$ cat config.mk
export PLATFORM = sky130hd
export DESIGN_NAME = seg7_axis_decoder
export DESIGN_NICKNAME = d
export VERILOG_FILES = /design/src/rtl/seg7_axis_decoder.sv
export SDC_FILE = /design/constraint.sdc
export NUM_CORES = 1
export LEC_CHECK = 0
export ABC_AREA = 1
export BUFFER_PORTS_ARGS = -buffer_cell sky130_fd_sc_hd__buf_2
export CORE_ASPECT_RATIO = 1.4
export CORE_MARGIN = 1
export CORE_UTILIZATION = 55
export CTS_BUF_LIST = sky130_fd_sc_hd__clkbuf_8
export CTS_CLUSTER_DIAMETER = 150
export DETAILED_ROUTE_END_ITERATION = 8
export PLACE_DENSITY = 0.82
export RECOVER_POWER = 25
export SYNTH_ARGS = -nofsm -noshare
export SYNTH_HDL_FRONTEND = slang
export SYNTH_SLANG_ARGS = --single-unit
export TNS_END_PERCENT = 50
$ cat constraint.sdc
create_clock -name clk -period 1.99 [get_ports clk]
set_input_delay 0.199 -clock clk [delete_from_list [all_inputs] [get_ports clk]]
set_output_delay 0.199 -clock clk [all_outputs]
set_load 0.05 [all_outputs]
$ cat src/rtl/seg7_axis_decoder.sv
// Two-digit 7-segment AXI-Stream sink: decodes to BCD and binary, flags illegal codes, buffers in a FIFO.
// Optional macro SEG7_DROP_ILLEGAL_EN: illegal beats are consumed but never forwarded.
module seg7_axis_decoder #(
    parameter int W_OUT = 7,
    parameter int DEPTH = 2,
    parameter int ERR_W = 8
) (
    input  logic             clk,
    input  logic             rstn,
    input  logic             s_valid,
    output logic             s_ready,
    input  logic [1:0][6:0]  s_data,
    output logic             m_valid,
    input  logic             m_ready,
    output logic [W_OUT-1:0] m_data,
    output logic [7:0]       m_bcd,
    output logic             m_err,
    input  logic             err_clr,
    output logic [ERR_W-1:0] err_cnt
);

    localparam int AW = $clog2(DEPTH);
    localparam int EW = 16;  // {err, bcd[7:0], value[6:0]}

    // Returns {legal, digit}; blank_ok makes the all-off pattern a legal zero.
    function automatic logic [4:0] seg_decode(input logic [6:0] seg, input logic blank_ok);
        logic [4:0] r;
        case (seg)
            7'b0111111: r = 5'b1_0000;
            7'b0000110: r = 5'b1_0001;
            7'b1011011: r = 5'b1_0010;
            7'b1001111: r = 5'b1_0011;
            7'b1100110: r = 5'b1_0100;
            7'b1101101: r = 5'b1_0101;
            7'b1111101: r = 5'b1_0110;
            7'b0000111: r = 5'b1_0111;
            7'b1111111: r = 5'b1_1000;
            7'b1101111: r = 5'b1_1001;
            7'b0000000: r = blank_ok ? 5'b1_0000 : 5'b0_0000;
            default:    r = 5'b0_0000;
        endcase
        return r;
    endfunction

    logic [4:0]    tens_dec, ones_dec;
    logic          legal;
    logic [6:0]    bin_val;
    logic [EW-1:0] wr_entry;
    logic [EW-1:0] rd_entry;

    always_comb begin
        tens_dec = seg_decode(s_data[1], 1'b1);
        ones_dec = seg_decode(s_data[0], 1'b0);
        legal    = tens_dec[4] && ones_dec[4];
        bin_val  = {3'b000, tens_dec[3:0]} * 7'd10 + {3'b000, ones_dec[3:0]};
`ifdef SEG7_DROP_ILLEGAL_EN
        wr_entry = {1'b0, tens_dec[3:0], ones_dec[3:0], bin_val};
`else
        wr_entry = {!legal, tens_dec[3:0], ones_dec[3:0], bin_val};
`endif
    end

    logic [AW:0]   wr_ptr, rd_ptr;
    logic [EW-1:0] mem [DEPTH];
    logic          ready_en;
    logic          full, empty;
    logic          accept, push, pop;

    assign full    = (wr_ptr[AW] != rd_ptr[AW]) && (wr_ptr[AW-1:0] == rd_ptr[AW-1:0]);
    assign empty   = (wr_ptr == rd_ptr);
    // ready_en holds s_ready low through reset and the first edge after release.
    assign s_ready = ready_en && !full;
    assign m_valid = !empty;
    assign accept  = s_valid && s_ready;
    assign pop     = m_valid && m_ready;
`ifdef SEG7_DROP_ILLEGAL_EN
    assign push    = accept && legal;
`else
    assign push    = accept;
`endif

    always_ff @(posedge clk or negedge rstn) begin
        if (!rstn) begin
            ready_en <= 1'b0;
            wr_ptr   <= '0;
            rd_ptr   <= '0;
            for (int i = 0; i < DEPTH; i++) mem[i] <= '0;
        end else begin
            ready_en <= 1'b1;
            if (push) begin
                mem[wr_ptr[AW-1:0]] <= wr_entry;
                wr_ptr              <= wr_ptr + 1'b1;
            end
            if (pop) rd_ptr <= rd_ptr + 1'b1;
        end
    end

    assign rd_entry = mem[rd_ptr[AW-1:0]];
    assign m_data   = W_OUT'(rd_entry[6:0]);
    assign m_bcd    = rd_entry[14:7];
`ifdef SEG7_DROP_ILLEGAL_EN
    assign m_err    = 1'b0;
`else
    assign m_err    = rd_entry[15];
`endif

    // Clear wins over an increment landing on the same edge.
    always_ff @(posedge clk or negedge rstn) begin
        if (!rstn) begin
            err_cnt <= '0;
        end else if (err_clr) begin
            err_cnt <= '0;
        end else if (accept && !legal && (err_cnt != {ERR_W{1'b1}})) begin
            err_cnt <= err_cnt + 1'b1;
        end
    end

endmodule

### Word level (Yosys, flattened, before mapping)

Cells that the tools add are included.
Widths: inputs -> output; s select.

* register bits after elaboration: 45
* bits of input ports: 19
* output and inout bits: 26
* logic and storage cells: 64

* add/sub/neg operators: 4
* multiply operators: 1
* $lt $le $gt $ge: 3
* eq/ne operators: 24
* muxes and demuxes: 10
* bitwise operators: 2
* reductions and logical operators: 14

Operators with widths (count)
* $pmux 5 s10: 2
* $eq 7x7->1 const B: 14
* $mux 16: 4
* $bwmux 32: 1
* $eq 7x3->1 const B: 4
* $demux 16 s1: 1
* $mux 8: 2
* $eq 7x6->1 const B: 2
* $add 8x1->8 const B: 1
* $logic_and 1x1->1: 8
* $ne 8x8->1 const B: 1
* $add 7x4->7: 1
* $logic_not 7->1: 1
* $mul 4x3->6 const B: 1
* $add 2x1->2 const B: 2
* $ge 2x2->1 const B: 2
* $not 1->2: 2
* $logic_not 1->1: 3
* $eq 2x2->1: 1
* $lt 2x1->1 const B: 1
* $reduce_bool 2->1: 1
* $reduce_or 2->1: 1
* $eq 1x1->1: 1
* $ne 1x1->1: 1

### Longest topological paths before layout

* word-level depth: 9
* depth in mapped cells: 15

### Worst setup path after synthesis

No wires, ideal clock.

* path type: flip-flop to output port
* from: register rd_ptr[0]
* to: output port m_data[0]
* data arrival time: 2.186 ns
* setup slack: -0.395 ns
* cell stages (with the launch flop): 5
* buffers on the path: 3
* cells stage by stage: dfrtp_1 -> buf_2 -> clkbuf_1 -> o21ai_0 -> buf_4

* longest elaborated chain between the ends: 4

RTL lines
* from (decl): line 63 `logic [AW:0] wr_ptr, rd_ptr;`
* from (signal assigned): line 94 `if (pop) rd_ptr <= rd_ptr + 1'b1;`
* $not 1->2 (implied by the code): line 98 `assign rd_entry = mem[rd_ptr[AW-1:0]];`
* $mux 16 (implied by the code) (3 in a row): line 98
* to (decl): line 15 `output logic [W_OUT-1:0] m_data,`

No other way between the ends. The select of a mux whose other input is x is not followed.

### Final worst setup path

* from: input port s_data[10] in the netlist's numbering
* to: register mem[6] in the netlist's numbering

* longest elaborated chain between the ends: 6

RTL lines
* from (decl): line 12 `input logic [1:0][6:0] s_data,`
* $eq 7x6->1 or $logic_not 7->1 (tied branches): line 28 `case (seg)`
* $reduce_or 2->1 (no line)
* $pmux 5 s10 *: line 28
* via tens_dec[1]: line 45 `logic [4:0] tens_dec, ones_dec;`
* $mul 4x3->6 *: line 55 `bin_val = {3'b000, tens_dec[3:0]} * 7'd10 + {3'b000, ones_dec[3:0]};`
* $add 7x4->7 *: line 55
* $bwmux 32 *: line 91 `mem[wr_ptr[AW-1:0]] <= wr_entry;`
* to (signal, indexed assignment): line 91
* to (decl): line 64 `logic [EW-1:0] mem [DEPTH];`

Mark *: on every way through the listed nets, which the timed path passes. The rest lies on a longest branch.
A chain may end at the register's enable or synchronous reset.

==> summary.txt <==
RUN STATUS
---------------------------------------------------------------------------------
Status                                                               finished clean

TIMING
---------------------------------------------------------------------------------
Slew headroom                                                               30.3%
Final setup violation count                                                     0
Final hold vios                                                                 0
Worst-Margin Slew                                                         1.05 ns
Share of the clock period used by the worst path after layout               99.5%
RSZ-0062 raised after global routing                                          yes
Setup total negative slack                                                   0 ns
Max-slew violation count                                                        0
Clock Skew                                                             0.00266 ns
Min cycle time layout                                                     1.98 ns
Fmax achieved                                                             505 MHz
Setup ws final                                                         0.00988 ns

WORST SETUP PATH
---------------------------------------------------------------------------------
Critical path start-end classification                                  in -> reg
Delay of the slowest critical-path stage                                  0.55 ns
Worst EP arrival                                                          2.22 ns
Critical Path Fanout Max                                                        2
Slowest stage cell, crit path                                        sky130_fd_sc_hd__fa_1
Required time of the worst setup path                                     2.23 ns
Most common cell on crit path                                        sky130_fd_sc_hd__nand2_1
Number of buffers and inverters on the critical path                            2
Critical path, cell by cell                                          buf_2 -> inv_2 -> nand2_1 -> nor2_2 -> nand2_2 -> nand2_4 -> nor2_4 -> nand2_2 -> ha_4 -> ha_4 -> fa_1 -> nand3_1 -> xor2_1 -> nand2_1 -> nand2_1
Sort of element at the end of the critical path                              flop
Launching element type of the critical path                             input pin
Delay-heaviest family, CP                                             adder cells

CLOCK TREE
---------------------------------------------------------------------------------
H-Tree Level Count                                                              2
CTS tree                                                                      yes
CTS buffer count                                                                5
CTS Root Buffer Type                                                 sky130_fd_sc_hd__clkbuf_8
Worst-path clk slew                                                       0.08 ns
Number of clock sinks seen by CTS                                              43
Largest buffer count on any clock path                                          2
Clock insertion delay at the later pin of the skew report                 0.30 ns

GLOBAL ROUTING
---------------------------------------------------------------------------------
Number of antenna violations at the first check in global routing               0
Maximum number of pins on one net before global-route repair                   44
Number of global-route vias before repair                                    2346
First-pass GRT wire length                                                9600 um
Global-route usage over all layers                                          24.5%
Leftover overflow at the end of global routing                                  0

DRT
---------------------------------------------------------------------------------
Residual antenna-violating net count after detailed routing                     0
Routed metal-1 wire length                                                2260 um
Met2 Wirelength                                                           3180 um
Detailed-routed wire length on met3                                        172 um
DRT Pass-1 Iters                                                                4
Detailed-route wire length per cell                                       11.7 um
Top routing layer in use                                                     met4
Number of DRC violations after detailed routing                                 0
Drt initial violations                                                        131
Total vias in the final route                                                2511
Detailed-route wire length                                                5700 um
DR vias/cell                                                                 5.17

PWR
---------------------------------------------------------------------------------
Pwr Total                                                                 3.57 mW
Switching power of the nets                                               1.65 mW
Clock group share of total power                                            19.7%
Worst ir drop on vdd                                                       575 uV
Internal Power                                                            1.92 mW
Total leakage power                                                       1.83 nW
Part of the power in combinational logic                                    46.1%
Power density over the cells                                          1080 nW/um2
Switching share of power                                                    46.1%
Sequential share of power                                                   34.2%

SYNTHESIS
---------------------------------------------------------------------------------
Count of mapped cells out of synthesis                                        360
Dominant cell type by area after synthesis                           sky130_fd_sc_hd__dfrtp_1
Register bit count reported by yosys                                           43
Distinct cell type count after synthesis                                       28
Top cell types by occurrence after synthesis                         sky130_fd_sc_hd__nand2_1, sky130_fd_sc_hd__dfrtp_1, sky130_fd_sc_hd__o21ai_0, sky130_fd_sc_hd__inv_1, sky130_fd_sc_hd__nor2_1
Portion of synthesized cell area occupied by the leading cell type          41.0%
Cell area after technology mapping                                       2620 um2
Synthesis Warnings                                                              0
Number of flops mapped to enable cells by yosys                                 0
Share of synthesized flip-flops with an asynchronous set or reset            100%
Mapped Avg Cell Area                                                     7.29 um2
Most frequently used cell type in the post-synthesis netlist         sky130_fd_sc_hd__nand2_1
Area contributors post-synth                                         sky130_fd_sc_hd__dfrtp_1, sky130_fd_sc_hd__nand2_1, sky130_fd_sc_hd__o21ai_0
Sequential fraction of the synthesis area                                   41.0%
Most used flip-flop cell after synthesis                             sky130_fd_sc_hd__dfrtp_1
Synthesized net count                                                         388

FLOORPLANNING
---------------------------------------------------------------------------------
Initial standard-cell utilization of the core                               57.4%
Die Wd                                                                    60.4 um
Die area                                                                 5050 um2
Top-Level Pins                                                                 45
Y dimension of the die                                                    83.7 um
Core Area                                                                4570 um2
Site row count                                                                 29

PLACE
---------------------------------------------------------------------------------
Total cell area at the placement stage                                   3070 um2
Final Wtd Congestion                                                        0.822
Post-detail-place hpwl                                                    4110 um
Worst slack after detailed placement                                    -0.325 ns
Count of buffers inserted at the top-level ports                               44

HOLD PATH
---------------------------------------------------------------------------------
Min-delay worst type                                                    in -> reg

LAYOUT
---------------------------------------------------------------------------------
Ratio of cells with drive above 1 in the final layout                       25.0%
Design Area, Final                                                       3310 um2
Number of antenna repair diodes                                                 0
Layout-stage area growth over the synthesis result                          26.3%
Net count, final                                                              451
Utilization of the core after routing                                       72.5%

RUN
---------------------------------------------------------------------------------
# Max-Cap Violations                                                            0

## metal layers
metal	vias up	track usage, %
met5	-	0
met4	0	7.40
met3	8	4.03
met2	60	44.8
met1	1173	27.7
li1	1270	-
## area by class of cell
class / count / area (um2)
inverters: 40 / 150
clock buffers: 6 / 82.6
multi-input cells: 264 / 1460
repair buffers: 69 / 435
flip-flops and latches: 43 / 1080
well taps: 62 / 77.6
clock inverters: 2 / 35.0
fillers: 385 / 1260
## power by group through the flow
| stage | clock [mW] | sequential, mW | combinational, mW |
|---|---|---|---|
| after detailed placement | 0 | 1.24 | 1.62 |
| after global placement | 0 | 1.23 | 1.60 |
| after floorplan | 0 | 1.23 | 1.25 |
| final | 0.703 | 1.22 | 1.64 |
| after CTS | 0.713 | 1.22 | 1.64 |
| after global routing | 0.756 | 1.25 | 1.81 |
## sequential cells by signal, indices dropped and copies added, names as in the netlist
name      count
mem          30
err_cnt       8
rd_ptr        2
wr_ptr        2
ready_en      1
## per-stage QoR
step	hold slack, ns	std cells
6_report	0.175	486
5_1_grt	0.188	486
4_1_cts	0.178	484
3_5_place_dp	0.300	475
3_3_place_gp	0.301	475
2_1_floorplan	-0.0966	360
## path summary, 6_finish.rpt
path	startpoint	end	slack, ns	cells past startpoint
max	s_data[10]	mem[6]$_DFFE_PN0P_	0.01	15
min reg2reg	rd_ptr[1]$_DFFE_PN0P_	rd_ptr[1]$_DFFE_PN0P_	0.49	1
max reg2reg	err_cnt[0]$_DFFE_PN0P_	err_cnt[1]$_DFFE_PN0P_	0.33	9
min in group asynchronous	rstn	wr_ptr[1]$_DFFE_PN0P_	0.69	3
min	m_ready	rd_ptr[0]$_DFFE_PN0P_	0.18	3
max in group asynchronous	rstn	err_cnt[3]$_DFFE_PN0P_	0.65	3
## cells by family after synthesis
kind of cell | Yosys count | synth area share (%)
flops | 43 | 41.0
other cells | 1 | 0.143
compound gates | 48 | 9.44
buf+inv | 53 | 8.39
xor+xnor | 15 | 5.01
simple gates | 191 | 31.1
fa+ha+maj | 9 | 4.86
## what timing repair did
action                     in CTS  in global routing
setup endpoints to repair       2                  4
pin swaps                       1                  7
hold buffers                    1                  0
buffers inserted                0                  2
resized for setup               2                 29
hold endpoints to repair       43                  0
## cells in the final DEF, fill, tap and decap left out, types with 2 or more instances in the layout
master and count:
sky130_fd_sc_hd__nor2_2 6, sky130_fd_sc_hd__buf_4 25, sky130_fd_sc_hd__nand4_1 11, sky130_fd_sc_hd__nor2_1 22, sky130_fd_sc_hd__nand3b_1 2, sky130_fd_sc_hd__inv_2 3, sky130_fd_sc_hd__buf_6 2, sky130_fd_sc_hd__o21a_1 2
sky130_fd_sc_hd__ha_1 3, sky130_fd_sc_hd__fa_1 2, sky130_fd_sc_hd__o21ai_0 40, sky130_fd_sc_hd__inv_1 37, sky130_fd_sc_hd__ha_4 3, sky130_fd_sc_hd__dfrtp_1 43, sky130_fd_sc_hd__nand2_1 114, sky130_fd_sc_hd__o21ai_1 3
sky130_fd_sc_hd__xor2_1 13, sky130_fd_sc_hd__nand2_4 3, sky130_fd_sc_hd__nand3_1 19, sky130_fd_sc_hd__nand2_2 4, sky130_fd_sc_hd__nor2_4 4, sky130_fd_sc_hd__clkbuf_8 6, sky130_fd_sc_hd__buf_2 39
## tightest hold or removal path, stage by stage
cell and delay [ns]:
sky130_fd_sc_hd__buf_2 0.08, sky130_fd_sc_hd__a21oi_1 0.05, sky130_fd_sc_hd__nor2_1 0.10
Note: power is estimated with default switching activity, not from simulation.
